File: src/rtl/clic_irq_accept.sv
// -----------------------------------------------------------------------------
// clic_irq_accept
//
// Core-side interrupt acceptance stage that sits directly behind the CLIC.
// It filters the CLIC's winning interrupt against mie, mintthresh and the
// current interrupt level. For hardware-vectored (shv) interrupts it fetches
// the handler address from the vector table. It then presents one resolved
// interrupt (id, level, target PC, error flag) to the core. The CLIC is
// acknowledged only when the core actually takes the interrupt, so the CLIC
// never loses pending state. A withdrawn interrupt is simply re-presented by
// the CLIC later.
//
// Ports
//   clk_i, rst_ni          clock, asynchronous active-low reset
//   irq_*_i / irq_ready_o  CLIC handshake (winning id/level/shv, 1-cycle ack)
//   mie_i, mintthresh_i,
//   cur_level_i            hart enable, threshold and current level
//   mtvec_i, mtvt_i        common handler base and vector table base
//   vec_*                  vector-table read port (req/gnt/rvalid)
//   core_irq_*             resolved interrupt towards the core
// -----------------------------------------------------------------------------
module clic_irq_accept #(
  parameter int N_SOURCE     = 256,
  parameter int IRQ_ID_WIDTH = $clog2(N_SOURCE),
  parameter int ADDR_WIDTH   = 32
) (
  input  logic                    clk_i,
  input  logic                    rst_ni,
  // CLIC side
  input  logic                    irq_valid_i,
  output logic                    irq_ready_o,
  input  logic [IRQ_ID_WIDTH-1:0] irq_id_i,
  input  logic [7:0]              irq_level_i,
  input  logic                    irq_shv_i,
  // hart CSR state
  input  logic                    mie_i,
  input  logic [7:0]              mintthresh_i,
  input  logic [7:0]              cur_level_i,
  input  logic [ADDR_WIDTH-1:0]   mtvec_i,
  input  logic [ADDR_WIDTH-1:0]   mtvt_i,
  // vector table read port
  output logic                    vec_req_o,
  output logic [ADDR_WIDTH-1:0]   vec_addr_o,
  input  logic                    vec_gnt_i,
  input  logic                    vec_rvalid_i,
  input  logic [ADDR_WIDTH-1:0]   vec_rdata_i,
  input  logic                    vec_err_i,
  // core side
  output logic                    core_irq_req_o,
  input  logic                    core_irq_ack_i,
  output logic [IRQ_ID_WIDTH-1:0] core_irq_id_o,
  output logic [7:0]              core_irq_level_o,
  output logic [ADDR_WIDTH-1:0]   core_irq_target_o,
  output logic                    core_irq_err_o
);

  localparam logic [1:0] S_IDLE       = 2'd0;
  localparam logic [1:0] S_FETCH_REQ  = 2'd1;
  localparam logic [1:0] S_FETCH_WAIT = 2'd2;
  localparam logic [1:0] S_PRESENT    = 2'd3;

  // Effective level an interrupt must strictly exceed to be taken.
  function automatic logic [7:0] max8(input logic [7:0] a, input logic [7:0] b);
    max8 = (a > b) ? a : b;
  endfunction

  logic [1:0]              state_q,  state_d;
  logic [IRQ_ID_WIDTH-1:0] id_q,     id_d;
  logic [7:0]              level_q,  level_d;
  logic [ADDR_WIDTH-1:0]   target_q, target_d;
  logic                    err_q,    err_d;
  logic [ADDR_WIDTH-1:0]   vaddr_q,  vaddr_d;
  logic                    wd_q,     wd_d;     // withdrawal seen while fetch in flight

  logic [7:0]              floor_s;
  logic                    elig_s;
  logic                    withdraw_s;
  logic [ADDR_WIDTH-1:0]   mtvec_base_s;
  logic [ADDR_WIDTH-1:0]   vec_addr_s;

  assign floor_s      = max8(mintthresh_i, cur_level_i);
  assign elig_s       = irq_valid_i & mie_i & (irq_level_i > floor_s);
  // Withdrawal is judged on the latched level, not on whatever the CLIC shows now.
  assign withdraw_s   = ~mie_i | (level_q <= floor_s);
  assign mtvec_base_s = mtvec_i & ~ADDR_WIDTH'(3);
  // Table is 64-byte aligned, one 4-byte entry per id; the add wraps naturally.
  assign vec_addr_s   = (mtvt_i & ~ADDR_WIDTH'(63)) + (ADDR_WIDTH'(irq_id_i) << 2);

  // Next-state and latch-update logic for the acceptance FSM.
  always_comb begin
    state_d  = state_q;
    id_d     = id_q;
    level_d  = level_q;
    target_d = target_q;
    err_d    = err_q;
    vaddr_d  = vaddr_q;
    wd_d     = wd_q;
    case (state_q)
      S_IDLE: begin
        if (elig_s) begin
          id_d    = irq_id_i;
          level_d = irq_level_i;
          vaddr_d = vec_addr_s;
          wd_d    = 1'b0;
          if (irq_shv_i) begin
            state_d = S_FETCH_REQ;
          end else begin
            target_d = mtvec_base_s;
            err_d    = 1'b0;
            state_d  = S_PRESENT;
          end
        end else begin
          state_d = S_IDLE;
        end
      end
      S_FETCH_REQ: begin
        // A grant in the same cycle as a withdrawal commits the bus read,
        // so the withdrawal is carried into the wait state instead.
        if (vec_gnt_i) begin
          wd_d    = withdraw_s;
          state_d = S_FETCH_WAIT;
        end else if (withdraw_s) begin
          state_d = S_IDLE;
        end else begin
          state_d = S_FETCH_REQ;
        end
      end
      S_FETCH_WAIT: begin
        if (vec_rvalid_i) begin
          if (vec_err_i) begin
            target_d = mtvec_base_s;
            err_d    = 1'b1;
          end else begin
            target_d = vec_rdata_i & ~ADDR_WIDTH'(1);
            err_d    = 1'b0;
          end
          if (wd_q | withdraw_s) begin
            state_d = S_IDLE;
          end else begin
            state_d = S_PRESENT;
          end
        end else begin
          if (withdraw_s) begin
            wd_d = 1'b1;
          end else begin
            wd_d = wd_q;
          end
          state_d = S_FETCH_WAIT;
        end
      end
      S_PRESENT: begin
        // Ack takes priority over a simultaneous withdrawal.
        if (core_irq_ack_i) begin
          state_d = S_IDLE;
        end else if (withdraw_s) begin
          state_d = S_IDLE;
        end else begin
          state_d = S_PRESENT;
        end
      end
      default: begin
        state_d = S_IDLE;
      end
    endcase
  end

  // State and latched interrupt registers.
  always_ff @(posedge clk_i or negedge rst_ni) begin
    if (!rst_ni) begin
      state_q  <= S_IDLE;
      id_q     <= '0;
      level_q  <= 8'd0;
      target_q <= '0;
      err_q    <= 1'b0;
      vaddr_q  <= '0;
      wd_q     <= 1'b0;
    end else begin
      state_q  <= state_d;
      id_q     <= id_d;
      level_q  <= level_d;
      target_q <= target_d;
      err_q    <= err_d;
      vaddr_q  <= vaddr_d;
      wd_q     <= wd_d;
    end
  end

  assign vec_req_o         = (state_q == S_FETCH_REQ);
  assign vec_addr_o        = vaddr_q;
  assign core_irq_req_o    = (state_q == S_PRESENT);
  assign core_irq_id_o     = id_q;
  assign core_irq_level_o  = level_q;
  assign core_irq_target_o = target_q;
  assign core_irq_err_o    = err_q;
  // CLIC acknowledge only in the very cycle the core takes the interrupt.
  assign irq_ready_o       = (state_q == S_PRESENT) & core_irq_ack_i;

endmodule

File: config.mk
export PLATFORM = sky130hd
export DESIGN_NAME = clic_irq_accept
export DESIGN_NICKNAME = d
export VERILOG_FILES = /design/src/rtl/clic_irq_accept.sv
export SDC_FILE = /design/constraint.sdc
export NUM_CORES = 1
export LEC_CHECK = 0
export ABC_AREA = 1
export ABC_CLOCK_PERIOD_IN_PS = 2150
export CAP_MARGIN = 0
export CORE_ASPECT_RATIO = 0.9
export CORE_MARGIN = 8
export CORE_UTILIZATION = 43
export CTS_BUF_LIST = sky130_fd_sc_hd__clkbuf_4
export CTS_CLUSTER_DIAMETER = 150
export CTS_CLUSTER_SIZE = 28
export DETAILED_ROUTE_END_ITERATION = 8
export GPL_TIMING_DRIVEN = 0
export PLACE_DENSITY_LB_ADDON = 0.15
export SYNTH_ARGS = -nofsm -noshare
export SYNTH_HDL_FRONTEND = slang
export SYNTH_SLANG_ARGS = --single-unit
File: constraint.sdc
create_clock -name clk_i -period 2.15 [get_ports clk_i]
set_input_delay 0.3225 -clock clk_i [delete_from_list [all_inputs] [get_ports clk_i]]
set_output_delay 0.3225 -clock clk_i [all_outputs]
set_load 0.01 [all_outputs]
==> flow_summary.yaml, run 1 <==
layout:
  finalInstanceArea_um2: 8520
  antenna-diode-count: 0
  area_growth_pct: 74.6
  nets: 1027
  drive_gt1_frac: 0.328
  layoutNonFillerInstCount: 1019
grt:
  grt_antenna_before_repair: 0
  first_pass_grt_wire_length_um: 25900
  first_global_vias: 5220
  grt_start_max_net_pins: 44
  globalRouteTotalUtil: 0.218
  grt-ovfl-total: 0
sta:
  finalCriticalPeriod_ps: 2650
  fmaxAchievable_mhz: 377
  grt_setup_unrepaired: "true"
  report.final.setup_viol: 77
  period_share: 1.23
  timing.clock.skew_ps: 12.2
  worst_slew_pin_slew_ps: 595
  whs_ps: 168
  hold_viol: 0
  max_slew_margin: 0.603
  timing_max_transition_violations_final: 0
  fin_tns_setup_ps: -32240
  postLayoutSetupSlackWorst_ps: -501
outcome:
  failing_checks: "setup timing"
  outcome: "finished, violations left"
logic_synthesis:
  post_synth_and_or_nand_nor_area_fraction: 0.281
  area_fraction_in_compound_gates_after_synthesis: 0.0538
  synth-warning-count: 0
  postSynthCellCount: 599
  synth_adder_area_share: 0.0810
  seq_area_frac_synth: 0.395
  post_synthesis_cell_area_um2: 4880
  synth.ff_latch_count: 77
  syn_area_per_cell_um2: 8.15
  synth-edff-count: 0
  ys_async_sr_fraction: 1.00
  ys.flop_type: "dfrtp_1"
  muxShareOfSynthArea: 0.0692
  post_synth_xor_area_fraction: 0.0413
  combinational_family_with_the_most_area_after_synthesis: "simple AND/OR/NAND/NOR gates"
  synth_cell_type_count: 39
detailed_routing:
  dr.pass1.iters: 5
  route.met3.wl_um: 1460
  routed_wirelength_um: 17600
  highest_layer: "met4"
  met2_wirelength_from_detailed_routing_um: 8800
  vias: 5097
  final_antenna_net_count: 0
  drc: 0
  initialDrtViolationCount: 196
  m1WireLength_um: 7100
  detail_route.vias_per_cell: 5.00
  avgRoutedWirePerCell_um: 17.2
setup_path:
  category_of_the_most_critical_setup_path: "input pin to flop"
  critPathBufInv: 5
  max_stage_delay_ps: 260
  timing.critical_path.max_delay_family: "simple AND/OR/NAND/NOR gates"
  cells_traversed_along_the_worst_timing_path: "buf_2 > ha_4 > nand2_2 > nor2_4 > nand2_2 > nand2_4 > nand2_4 > buf_8 > o21ai_4 > ha_4 > nand2_4 > inv_2 > nand3_2 > inv_2 > nand3_2 > o21ai_2 > nor2_4 > nand3_4 > o21ai_4 > nand2_4 > buf_6 > nand2_2 > nand2_2"
  crit_fanout: 8
  worst-endpoint-arrival_ps: 2970
  worst-endpoint-required_ps: 2470
  crit_path_top_delay_cell: "ha_4"
  critical_path_source_type: "input pin"
  worstSetupEndpointType: "flop"
power:
  power.leakage_nw: 3.94
  power_density_nw_per_um2: 872
  peak_supply_drop_mv: 0.573
placement:
  placed_cell_area_um2: 7390
  port_buffers: 208
  globalplace.congestion: 0.908
  place.detailed.hpwl_um: 12800
  placed_cells: 966
cts:
  cts.htree.levels: 3
  cts_tree: "built"
  clock_sink_count: 77
  cts.root.buffer_cell: "clkbuf_4"
  clkSlewWorstSetupHoldPaths_ps: 120
  ctsLongestPathBuffers: 2
  worst_skew_pair.late_latency_ps: 420
  cts_inserted_buffers: 9
floorplanning:
  chipWidth_um: 128
  die_height_um: 117
  num_rows: 37
  core-area_um2: 11200
  io-pin-count: 221
  initial_core_util: 0.434
  die_area_um2: 15000
job:
  timing.max_cap.violations: 0
worst_hold_path:
  worst_hold_path_type: "input pin to flop"
## layout make-up
class,instances,area (um2)
buffer,30,288
clock buffer,10,75.1
sequential,77,1930
tap,156,195
fill,829,2730
inverter,51,241
clock inverter,5,52.6
multi-input combinational,443,3250
timing repair buffer,247,2490
## routing by layer
layer,global-route usage,vias up
met5,0,-
met4,0.0696,0
met3,0.0661,16
met2,0.386,186
met1,0.248,2437
li1,-,2458
## path summary, 6_finish.rpt
| kind | start | to | slack [ps] | depth (start not counted) |
|---|---|---|---|---|
| worst max register to register | state_q[0] | core_irq_target_o[20] | -300 | 9 |
| max in group asynchronous | rst_ni | vec_addr_o[31] | 1140 | 3 |
| worst min-delay path | irq_id_i[4] | core_irq_id_o[4] | 170 | 3 |
| worst max-delay path | mintthresh_i[4] | core_irq_target_o[8] | -500 | 23 |
| min in group asynchronous | rst_ni | core_irq_target_o[12] | 390 | 2 |
| worst min register to register | core_irq_target_o[2] | core_irq_target_o[2] | 500 | 2 |
## cell families after synthesis
logic type,count (synthesis)
AOI/OAI and AO/OA,47
DFF,77
adders and majority gates,31
buffers and inverters,81
xor gates and xnor gates,23
other,1
muxes,30
and+or+nand+nor,309
## worst min-delay path, cell delays in order
cell            delay (ps)
dlymetal6s2s_1         120
nand2_2                 60
nand2_1                 50
## registers in the layout, indices dropped and copies added (netlist names)
signal,cells
core_irq_target_o,31
vec_addr_o,26
core_irq_id_o,8
core_irq_level_o,8
state_q,2
core_irq_err_o,1
wd_q,1
## Yosys cell counts, types with 2 or more instances
cell	number	area, um2
buf_6	3	33.8
nand4_2	2	25.0
a21oi_1	8	40.0
clkbuf_1	8	30.0
inv_1	48	180
buf_4	13	97.6
dfrtp_1	77	1930
nor3_1	5	25.0
nand3_1	51	255
mux2_2	30	338
ha_1	30	375
nor2_4	2	22.5
o21bai_1	2	15.0
xnor2_1	9	78.8
nor3_2	2	20.0
xor2_1	14	123
buf_2	6	30.0
nand4_1	7	43.8
o21ai_1	3	15.0
nand3b_1	3	22.5
nand2_2	5	31.3
inv_2	3	11.3
nor2_2	5	31.3
nor2_1	14	52.6
o21ai_0	28	140
nand2_1	205	769
nand3_2	4	40.0
## stage by stage
stage / power, mW / util / setup WS [ps]
after floorplan: 3.85 / - / -546
after global placement: 5.81 / 0.655 / -2010
after detailed placement: 5.92 / 0.657 / -1590
after CTS: 6.94 / 0.695 / -460
after global routing: 7.90 / 0.757 / -574
final: 7.43 / 0.757 / -501
## report_power, final
group,total (mW),leakage [nW],internal [mW],switching (mW)
clock,0.877,0.0736,0.357,0.521
sequential,2.57,0.969,2.07,0.502
combinational,3.98,2.90,2.21,1.77
total,7.43,3.94,4.64,2.79
## timing repair
action	CTS	global route
pin swaps	29	41
endpoints found under the setup margin	77	79
hold buffers	1	0
endpoints found under the hold margin	34	0
resized for setup	111	158
buffers inserted	24	4
gates cloned	3	7
## cell usage in the layout, fill, tap and decap left out, drive strengths merged, types with 9 or more instances in the layout
cell             n
nand3           55
mux2            30
o21ai           32
ha              30
nor2            21
nand4            9
nand2          211
buf             73
inv             50
a21oi            9
xnor2            9
dfrtp           77
clkdlybuf4s50  189
xor2            14
clkbuf          22
(Power assumes the default switching activity.)
==> run 2: changes to the inputs <==
PLACE_DENSITY = 0.81   (was not set)
PLACE_DENSITY_LB_ADDON = not set   (was 0.15)
==> flow_summary.yaml, run 2 (synthesized netlist as in run 1, its figures left out) <==
setup_path:
  worstSetupEndpointType: "flop"
  timing.critical_path.max_delay_family: "simple AND/OR/NAND/NOR gates"
  critPathBufInv: 6
  cells_traversed_along_the_worst_timing_path: "buf_8 > inv_8 > ha_4 > a21oi_2 > nor2_2 > nor2_2 > nand2_2 > nand2_4 > buf_6 > nand2_2 > o21ai_2 > ha_1 > buf_4 > buf_4 > nand3_2 > o21ai_4 > nor2_4 > nand3_4 > o21ai_4 > nand2_4 > buf_6 > nand2_2 > nand2_2"
  max_stage_delay_ps: 270
  crit_fanout: 8
  worst-endpoint-arrival_ps: 2950
  worst-endpoint-required_ps: 2460
  category_of_the_most_critical_setup_path: "input pin to flop"
  most_common_cell_type_on_the_critical_path: "nand2_2"
  critical_path_source_type: "input pin"
  crit_path_top_delay_cell: "ha_1"
detailed_routing:
  final_antenna_net_count: 0
  vias: 5182
  detail_route.vias_per_cell: 5.05
  avgRoutedWirePerCell_um: 17.6
  routed_wirelength_um: 18100
  dr.pass1.iters: 4
  drc: 0
  initialDrtViolationCount: 235
layout:
  area_growth_pct: 71.6
  drive_gt1_frac: 0.293
  commonest_cells_after_routing_fill_and_taps_aside: "186 x clkdlybuf4s50_1, 151 x nand2_1, 77 x dfrtp_1"
  postLayoutCoreUtil: 0.744
  nets: 1033
  sequential_cell_area_in_the_final_layout_um2: 1930
  final.fill_count: 785
  max_reg_flops: 31
  multi_input_area_um2: 3090
  final_common_cell: "clkdlybuf4s50_1"
grt:
  grt_antenna_before_repair: 1
  grt-ovfl-total: 0
  first_pass_grt_wire_length_um: 27400
  grt_start_max_net_pins: 43
  first_global_vias: 5488
  globalRouteTotalUtil: 0.232
floorplanning:
  die_area_um2: 15000
  chipWidth_um: 128
  num_rows: 37
  die_height_um: 117
  initial_core_util: 0.434
  core-area_um2: 11200
  io-pin-count: 221
placement:
  place.detailed.hpwl_um: 12900
  globalplace.congestion: 0.931
  port_buffers: 208
sta:
  timing.clock.skew_ps: 14.3
  max_slew_margin: 0.593
  fmaxAchievable_mhz: 378
  worst_slew_pin_slew_ps: 611
  finalCriticalPeriod_ps: 2640
  postLayoutSetupSlackWorst_ps: -494
  grt_setup_unrepaired: "true"
  timing_max_transition_violations_final: 0
  period_share: 1.23
  hold_viol: 0
  report.final.setup_viol: 77
cts:
  worst_skew_pair.late_latency_ps: 430
  cts_inserted_buffers: 9
  cts.htree.levels: 3
  clock_sink_count: 77
  ctsLongestPathBuffers: 2
  clkSlewWorstSetupHoldPaths_ps: 120
  cts_tree: "built"
  cts.root.buffer_cell: "clkbuf_4"
power:
  post-layout-total-power_mw: 7.51
  power.leakage_nw: 3.93
  peak_supply_drop_mv: 0.681
  power_density_nw_per_um2: 897
job:
  timing.max_cap.violations: 0
worst_hold_path:
  worst_hold_path_type: "input pin to flop"
outcome:
  failing_checks: "setup timing"
  outcome: "finished, violations left"
[run 2: routing by layer]
layer	up-vias	global-route usage	share of wire
li1	2468	-	-
met5	-	0	0
met1	2462	0.249	0.38
met3	31	0.0956	0.10
met2	221	0.413	0.50
met4	0	0.0696	0.021
[run 2: power by group]
group          leakage (nW)  internal [mW]  switching [mW]  total, mW
clock                0.0932          0.610           0.514       1.12
sequential            0.969           2.07           0.485       2.56
combinational          2.87           2.12            1.71       3.83
[run 2: final cells by class]
type,count,area share
well taps,156,0.0233
multi-input cells,443,0.369
plain buffers,29,0.0308
repair buffers,254,0.297
diodes,1,0.000299
clock buffers,11,0.00986
clock inverters,4,0.0117
inverters,51,0.0276
flip-flops and latches,77,0.230
[run 2: final timing paths]
check / start / end / slack, ps / cells after the start
worst max-delay path: cur_level_i[5] / core_irq_target_o[13] / -490 / 23
worst min-delay path: irq_id_i[7] / core_irq_id_o[7] / 220 / 3
worst max register to register: state_q[0] / core_irq_target_o[22] / -270 / 9
worst min register to register: core_irq_id_o[7] / core_irq_id_o[7] / 490 / 2
max in group asynchronous: rst_ni / vec_addr_o[21] / 1140 / 3
min in group asynchronous: rst_ni / core_irq_target_o[28] / 410 / 2
[run 2: through the flow]
step                setup TNS, ps  worst slack, ps  cell area (um2)  cells  hold slack, ps
floorplan                  -39580             -546             5090    601            26.9
global route               -39620             -589             8370   1026             231
finish                     -32230             -494             8370   1026             224
CTS                        -25240             -400             8080   1020             234
detailed placement        -121300            -1630             7390    966             343
global placement          -263810            -1970             7370    965             449
[run 2: timing repair]
action                                 4_1_cts  5_1_grt
gates resized for setup                    147       72
hold buffers                                 1        0
setup endpoints to repair                   77       79
buffers inserted                            34        6
cloned                                       4        0
pin swaps                                   36       32
endpoints found under the hold margin       41        0
[run 2: worst reg2reg max path: stages (launching register included)]
cell and delay [ps]:
dfrtp_1 400, inv_1 80, ha_1 250, inv_1 180
or2_2 140, clkbuf_1 200, clkbuf_1 480, mux2_2 410
nand3_1 100, nand2_1 60
==> run 3: changes to the inputs <==
SKIP_CTS_REPAIR_TIMING = 1   (was not set)
==> flow_summary.yaml, run 3 (synthesized netlist as in run 1, its figures left out) <==
outcome:
  outcome: "finished, violations left"
  failing_checks: "setup timing"
layout:
  max_reg_flops: 31
  area_growth_pct: 65.8
  final_common_cell: "clkdlybuf4s50_1"
  nets: 1005
  drive_gt1_frac: 0.244
  final.fill_count: 832
  commonest_cells_after_routing_fill_and_taps_aside: "190 x clkdlybuf4s50_1, 168 x nand2_1, 77 x dfrtp_1"
  finalInstanceArea_um2: 8090
  antenna-diode-count: 0
placement:
  port_buffers: 208
  pre_cts_slack_ps: -1630
  placed_cell_area_um2: 7390
  globalplace.congestion: 0.931
  place.detailed.hpwl_um: 12900
sta:
  period_share: 1.27
  grt_setup_unrepaired: "true"
  report.final.setup_viol: 77
  max_slew_margin: 0.595
  fmaxAchievable_mhz: 366
  timing.clock.skew_ps: 13.2
  finalCriticalPeriod_ps: 2730
  worst_slew_pin_slew_ps: 607
  timing_max_transition_violations_final: 0
  postLayoutSetupSlackWorst_ps: -582
  fin_tns_setup_ps: -38290
  hold_viol: 0
setup_path:
  rr_endpoint: "core_irq_target_o[22]"
  max_stage_delay_ps: 300
  timing.reg2reg.worst_path_depth: 9
  crit_path_top_delay_cell: "ha_1"
  crit_fanout: 10
  regToRegSetupSlack_ps: -230
  cp-endpoint: "core_irq_target_o[1]"
  timing.rr.start: "state_q[0]"
  cells_traversed_along_the_worst_timing_path: "clkbuf_2 > ha_4 > nand2_4 > nor2_4 > nand2_2 > nand2_4 > nand2_4 > buf_8 > nand2_4 > o21ai_4 > ha_1 > nand2_1 > inv_1 > nand3_2 > inv_2 > nand3_2 > o21ai_2 > nor2_2 > nand3_4 > o21ai_4 > nand2_4 > buf_6 > nand2_1 > nand2_1"
  category_of_the_most_critical_setup_path: "input pin to flop"
  most_common_cell_type_on_the_critical_path: "nand2_4"
  critical_path_source_type: "input pin"
  worst-endpoint-arrival_ps: 3070
  worst-endpoint-required_ps: 2480
  cp-startpoint: "mintthresh_i[6]"
  worstSetupEndpointType: "flop"
grt:
  gr-usage-met1: 0.229
  grt_start_max_net_pins: 43
  met3_usage: 0.0924
  globalRouteTotalUtil: 0.211
  grt_antenna_before_repair: 0
  globalRoute.busiestLayer: "met2"
  first_global_vias: 5004
  met2_resource_use_gr: 0.370
  first_pass_grt_wire_length_um: 25000
  grt-ovfl-total: 0
power:
  netSwitchingFraction: 0.360
  power.leakage_nw: 3.79
  post-layout-total-power_mw: 7.41
  combinationalPowerShare: 0.506
  power_density_nw_per_um2: 916
  clock_power_share: 0.152
  peak_supply_drop_mv: 0.687
  internal_power_mw: 4.75
  power_frac_seq: 0.343
  power.net_switching_mw: 2.67
detailed_routing:
  initialDrtViolationCount: 237
  final_antenna_net_count: 0
  routed_wirelength_um: 17000
  drc: 0
  vias: 4949
  dr.pass1.iters: 4
  detail_route.vias_per_cell: 4.96
  avgRoutedWirePerCell_um: 17.1
cts:
  cts.root.buffer_cell: "clkbuf_4"
  cts.htree.levels: 3
  worst_skew_pair.late_latency_ps: 430
  clock_sink_count: 77
  clkSlewWorstSetupHoldPaths_ps: 120
  cts_inserted_buffers: 9
  cts_tree: "built"
  ctsLongestPathBuffers: 2
floorplanning:
  chipWidth_um: 128
  num_rows: 37
  core-area_um2: 11200
  die_area_um2: 15000
  io-pin-count: 221
  die_height_um: 117
  initial_core_util: 0.434
worst_hold_path:
  worst_hold_path_type: "input pin to async pin"
job:
  timing.max_cap.violations: 0
## run 3: changes by cell type in the layout (fill, tap and decap cells not counted), moves of 2 or more
| cell | previous run | this run |
|---|---|---|
| buf_4 | 48 | 22 |
| nand2_1 | 151 | 168 |
| nand2_2 | 46 | 30 |
| buf_6 | 28 | 18 |
| clkbuf_2 | 0 | 5 |
| clkdlybuf4s50_1 | 186 | 190 |
| inv_1 | 36 | 39 |
| inv_2 | 7 | 4 |
| dlygate4sd2_1 | 2 | 0 |
| nor2_2 | 7 | 9 |
| o21ai_0 | 7 | 9 |
| o21ai_1 | 19 | 17 |
## run 3: per-layer routing
layer / part of all wire / vias to the layer above
li1: - / 2404
met4: 0.016 / 0
met1: 0.39 / 2333
met2: 0.49 / 190
met3: 0.10 / 22
met5: 0 / -
## run 3: worst max-delay path: cells and delay by family
kind	cells	cell delay (ps)
AO/OA/AOI/OAI	3	260
AND/OR/NAND/NOR	14	1310
buffers and inverters	5	580
adder cells (fa/ha/maj)	2	590
## run 3: power groups by stage
stage | Clock [mW] | Sequential, mW | Combinational (mW)
after floorplan | 0 | 2.74 | 1.10
final | 1.12 | 2.54 | 3.75
after global placement | 0 | 2.47 | 3.33
after global routing | 1.20 | 2.61 | 4.08
after CTS | 1.15 | 2.47 | 3.43
after detailed placement | 0 | 2.49 | 3.42
## run 3: how the worst min path moves through the flow
stage,to,slack [ps],cells past startpoint
after floorplan,core_irq_err_o,30,0
after global placement,core_irq_target_o[23],450,2
after detailed placement,core_irq_target_o[2],340,1
after CTS,core_irq_target_o[2],-150,1
after global routing,core_irq_id_o[1],410,3
final,core_irq_target_o[28],400,2
## run 3: final cells by class
class / count / area (um2) / area share
tap: 156 / 195 / 0.0241
clock inverter: 4 / 97.6 / 0.0121
sequential: 77 / 1930 / 0.238
timing repair buffer: 225 / 2250 / 0.279
buffer: 30 / 263 / 0.0325
clock buffer: 11 / 82.6 / 0.0102
multi-input combinational: 443 / 3040 / 0.376
inverter: 51 / 231 / 0.0286
## run 3: through the flow
step | cells | hold WS, ps | util
final | 997 | 401 | 0.719
after global routing | 997 | 407 | 0.719
after CTS | 981 | -154 | 0.673
after detailed placement | 966 | 343 | 0.657
after global placement | 965 | 449 | 0.655
after floorplan | 601 | 26.9 | -
==> variant 1: new RTL, flow settings as in run 2 <==
Reset style: synchronous (`rst_ni`), changed in one clocked block. Comments in the files are not updated.
--- a/src/rtl/clic_irq_accept.sv
+++ b/src/rtl/clic_irq_accept.sv
@@ -165,7 +165,7 @@
   end
 
   // State and latched interrupt registers.
-  always_ff @(posedge clk_i or negedge rst_ni) begin
+  always_ff @(posedge clk_i) begin
     if (!rst_ni) begin
       state_q  <= S_IDLE;
       id_q     <= '0;
Check against the original RTL: differs if rst_ni is asserted again (counterexample within 4 cycles, from zero or initial values and one cycle with rst_ni low); with rst_ni held inactive, the same outputs for 4 cycles.
==> variant 1 against run 2 <==
Final area grew 0.60%. Wire length up 8.4%. Highest routed layer unchanged. Synthesized area shrank 6.2%. Setup slack worse by 0.20 ns. The flow still finishes with violations (negative setup slack). Sequential cell count did not move. Critical endpoint is now state_q[1]. Non-clock buffer count up 8. Global-route usage grew 1.0 points. Count of clock-buffer cells in the layout shrank 2. First-iteration DRC count up 38%.
Power is not compared: it rests on default switching activity, and its combinational part moved more than twofold at a synthesized area within 25%.
==> variant 1: results (changes against run 2) <==
| Metric | Value |
|---|---|
| #MultiIn Comb | 505 (+14%) |
| XOR/XNOR Fraction of Synth Area | 3.828% (-0.30 points) |
| Nonclk buf count | 291 (+2.8%) |
| Failing checks | negative setup slack |
| Final-layout clock buffer total | 9 (-2) |
| Setup bufs post-CTS | 28 (-18%) |
| Post-synth top area share | 33.69% (-5.8 points) |
| Initial antenna violation count | 0 (-1) |
| Placer Congestion | 0.8836 (-5.1%) |
| Synth Area in Adders | 8.641% (+0.54 points) |
| Status | finished, violations left |
| Area of the multi-input gates | 0.003465 mm^2 (+12%) |
| Largest net degree at the start of global routing | 13 (-70%) |
| Hold Path Sink | core_irq_target_o[27] |
| FF-to-FF setup slack | -0.41 ns (-0.14 ns) |
| Slew margin rel. | 40.15% (-19 points) |
| Clock-cell share | 1.456% (-0.70 points) |
| GR Layer Usage met2 | 42.48% (+1.1 points) |
| Final Util | 81.84% (+7.4 points) |
| TritonRoute pass-1 iters | 5 (+1) |
| Post-synth ARST share | 0% (-100 points) |
| Total wire length | 19580 um (+8.4%) |
| Worst skew pair latency | 0.45 ns (+0.02 ns) |
| Placed cells | 1006 (+4.1%) |
| Final Setup Violations | 77 (unchanged) |
| Sequential share of cell area | 18.30% (-4.7 points) |
| Worst r2r src | state_q[0] |
| Register-to-Register Path Depth | 8 (-1) |
| Post-DP Area | 0.006994 mm^2 (-5.4%) |
| Final WS setup | -0.6988 ns (-0.2044 ns) |
| Avg Inst Size Synth | 6.860 um^2 (-16%) |
| WL met1 | 7399 um (+9.2%) |
| Die width | 124.7 um (-2.8%) |
| Number of global-route vias before repair | 5723 (+4.3%) |
| Layout cell share with drive strength beyond 1 | 28.82% (-0.53 points) |
| First-pass GRT wire length | 28390 um (+3.6%) |
variant 1: changes by cell type after synthesis, sizes merged, moves of 2 or more:
cell / before / now
a211oi: 1 / 3
a21oi: 9 / 69
clkbuf: 8 / 17
dfrtp: 77 / 0
dfxtp: 0 / 77
inv: 51 / 48
mux2: 30 / 0
nand2: 211 / 195
nand3: 55 / 46
nor2: 21 / 60
nor4: 1 / 3
o21ai: 32 / 48
xor2: 14 / 12
variant 1: critical path, cell delays in order:
cell and delay [ns]:
buf_8 0.09, inv_12 0.03, ha_4 0.23, nand2_2 0.09, nand2_2 0.07, nand2_2 0.08, nand2_2 0.07, nand2_2 0.10
nand2_4 0.08, nand2_8 0.12, clkbuf_16 0.17, o21ai_4 0.06, buf_4 0.14, buf_4 0.14, ha_4 0.27, inv_1 0.04
o21bai_1 0.15, nand4_1 0.16, nand2_1 0.10, nand2_1 0.06, nand2_2 0.10, nand3_1 0.12, nand2_1 0.09, inv_1 0.04
nand2_1 0.06, nand2_1 0.07, a21oi_2 0.14
==> variant 2: new RTL, config.mk and constraints of run 2 <==
Without the edit above. Change the parameter `N_SOURCE` from 256 to 512.
--- a/src/rtl/clic_irq_accept.sv
+++ b/src/rtl/clic_irq_accept.sv
@@ -20,7 +20,7 @@
 //   core_irq_*             resolved interrupt towards the core
 // -----------------------------------------------------------------------------
 module clic_irq_accept #(
-  parameter int N_SOURCE     = 256,
+  parameter int N_SOURCE     = 512,
   parameter int IRQ_ID_WIDTH = $clog2(N_SOURCE),
   parameter int ADDR_WIDTH   = 32
 ) (
Ports: changed (resized core_irq_id_o and irq_id_i); port bits go from 221 to 223. No check against the original RTL was run, so the function may have changed too.
==> variant 2 against run 2 <==
The flow still finishes with violations (negative setup slack). Worst hold slack got worse by 0.015 ns. Sequential share of layout area decreased by 0.86 points. Synthesized area increased by 0.51%. Setup slack got worse by 0.15 ns. Clock power decreased by 9%. Combinational power increased by 10%. Total power increased by 4.6%. Final area increased by 5.2%. Wire length increased by 13%. Sequential cell count increased by 1.
==> variant 2: results (changes against run 2) <==
| Metric | Value |
|---|---|
| Final WS setup | -0.6487 ns (-0.1543 ns) |
| Final Setup Violations | 78 (+1.3%) |
| Ranking of synthesized cells by area | dfrtp_1 (40%), nand2_1 (17%), ha_1 (7.9%) |
| Critical path fanouts, max | 7 (-1) |
| Status | finished, violations left |
| Multiplexer area fraction after synthesis | 6.888% (-0.035 points) |
| Commonest cells post-synth | nand2_1 (219), dfrtp_1 (78), inv_1 (50) |
| Setup TNS | -46.87 ns (-14.64 ns) |
| Sequential share of the synthesized area | 39.80% (+0.31 points) |
| Final Net Count | 1059 (+2.5%) |
| HP Start | irq_id_i[4] |
| GR Layer Usage met2 | 41.41% (+0.076 points) |
| All-Layer GR Usage | 24.00% (+0.77 points) |
| Finished layout cell area | 0.008808 mm^2 (+5.2%) |
| Seq power | 2.62 mW (+2%) |
| Max VDD drop | 624.1 uV (-8.4%) |
| Failing checks | negative setup slack |
| Register-to-Register Path Depth | 9 (unchanged) |
| Detailed Route Iter0 Violations | 477 (+100%) |
| Placed cells | 979 (+1.3%) |
| Seq pwr share | 33.3% (-0.7 points) |
| Critical path arrival | 3.14 ns (+0.19 ns) |
| Place WS | -1.661 ns (-0.03279 ns) |
| Clk pwr | 1.02 mW (-9%) |
| Port Buffers | 210 (+0.96%) |
| Worst skew pair latency | 0.45 ns (+0.02 ns) |
| CTS Root Cell | clkbuf_4 |
| Worst Max-Slew Pin Slew | 0.6994 ns (+0.08826 ns) |
| Int Power | 4.909 mW (+2.2%) |
| Met3 wire len | 1504 um (-20%) |
| Total wire length | 20380 um (+13%) |
| Library cells used by synthesis | 38 (-2.6%) |
| Antenna-violating nets left | 0 (unchanged) |
| Initial antenna violation count | 0 (-1) |
| Routed wl met2 | 10050 um (+11%) |
| Final HPWL DP | 13260 um (+2.8%) |
| XOR/XNOR Fraction of Synth Area | 4.107% (-0.021 points) |
| Layout cell share with drive strength beyond 1 | 34.04% (+4.7 points) |
| Clock skew | 0.02169 ns (+0.007379 ns) |
| Met1 layer usage reported by global route | 26.69% (+1.8 points) |
| Post-synth ARST share | 100.0% (unchanged) |
| DR top layer | met4 |
| Met3 usage | 5.707% (-3.8 points) |
| Compound-Gate Fraction of Synth Area | 6.020% (+0.64 points) |
| WL met1 | 7663 um (+13%) |
| Hold Path Sink | core_irq_id_o[4] |
| DR WL/cell | 19.43 um (+10%) |
| Synth Instances | 610 (+1.8%) |
| Post-DP Area | 0.007365 mm^2 (-0.34%) |
| FF-to-FF setup slack | -0.42 ns (-0.15 ns) |
| Antenna diodes | 0 (-1) |
| Fillers | 768 (-2.2%) |
| Hold_ws | 0.2089 ns (-0.01474 ns) |
| First-pass GRT wire length | 28670 um (+4.7%) |
| Worst r2r dst | core_irq_target_o[17] |
| Synth Flop Type | dfrtp_1 |
| Routed via count | 5590 (+7.9%) |
| TritonRoute pass-1 iters | 5 (+1) |
| Placer Congestion | 0.9158 (-1.6%) |
| Pleak | 4.113 nW (+4.5%) |
==> variant 2: cell type report <==
class | instances | share of cell area, %
multi-input combinational | 455 | 37.73
timing repair buffer | 265 | 30.31
sequential | 78 | 22.16
buffer | 29 | 3.224
inverter | 51 | 2.599
tap | 156 | 2.216
clock buffer | 11 | 0.9375
clock inverter | 4 | 0.8239
==> variant 2: repair_timing <==
action                                 4_1_cts  5_1_grt
pin swaps                                   54       40
resized for setup                          222      104
setup endpoints to repair                   78       80
hold buffers                                 1        0
endpoints found under the hold margin       36        0
cloned                                      10        1
setup buffers                               37        9
==> variant 2: worst max-delay path by stage <==
| stage | end | slack, ns | depth (start not counted) | start |
|---|---|---|---|---|
| 3_3_place_gp | core_irq_level_o[2] | -1.98 | 1 | rst_ni |
| 3_5_place_dp | core_irq_level_o[6] | -1.66 | 21 | cur_level_i[3] |
| 2_1_floorplan | core_irq_err_o | -0.59 | 24 | cur_level_i[3] |
| 6_report | core_irq_id_o[3] | -0.65 | 23 | cur_level_i[5] |
| 4_1_cts | core_irq_target_o[9] | -0.43 | 23 | cur_level_i[5] |
| 5_1_grt | core_irq_target_o[8] | -0.72 | 24 | cur_level_i[5] |
==> variant 2: worst max-delay path, cell delays in order <==
cell and delay, ns:
buf_6 0.08, inv_4 0.03, ha_4 0.27, nand2_4 0.05, nor2_4 0.15, nand2_2 0.09, nand2_2 0.11, nand2_4 0.09
clkbuf_16 0.18, o21ai_4 0.22, ha_4 0.26, nand2_4 0.08, buf_6 0.09, nor2_2 0.04, a211oi_2 0.23, nand2_2 0.13
nand3_4 0.11, buf_12 0.13, buf_8 0.11, clkinv_8 0.08, clkbuf_16 0.18, nand2_4 0.06, nand2_2 0.04
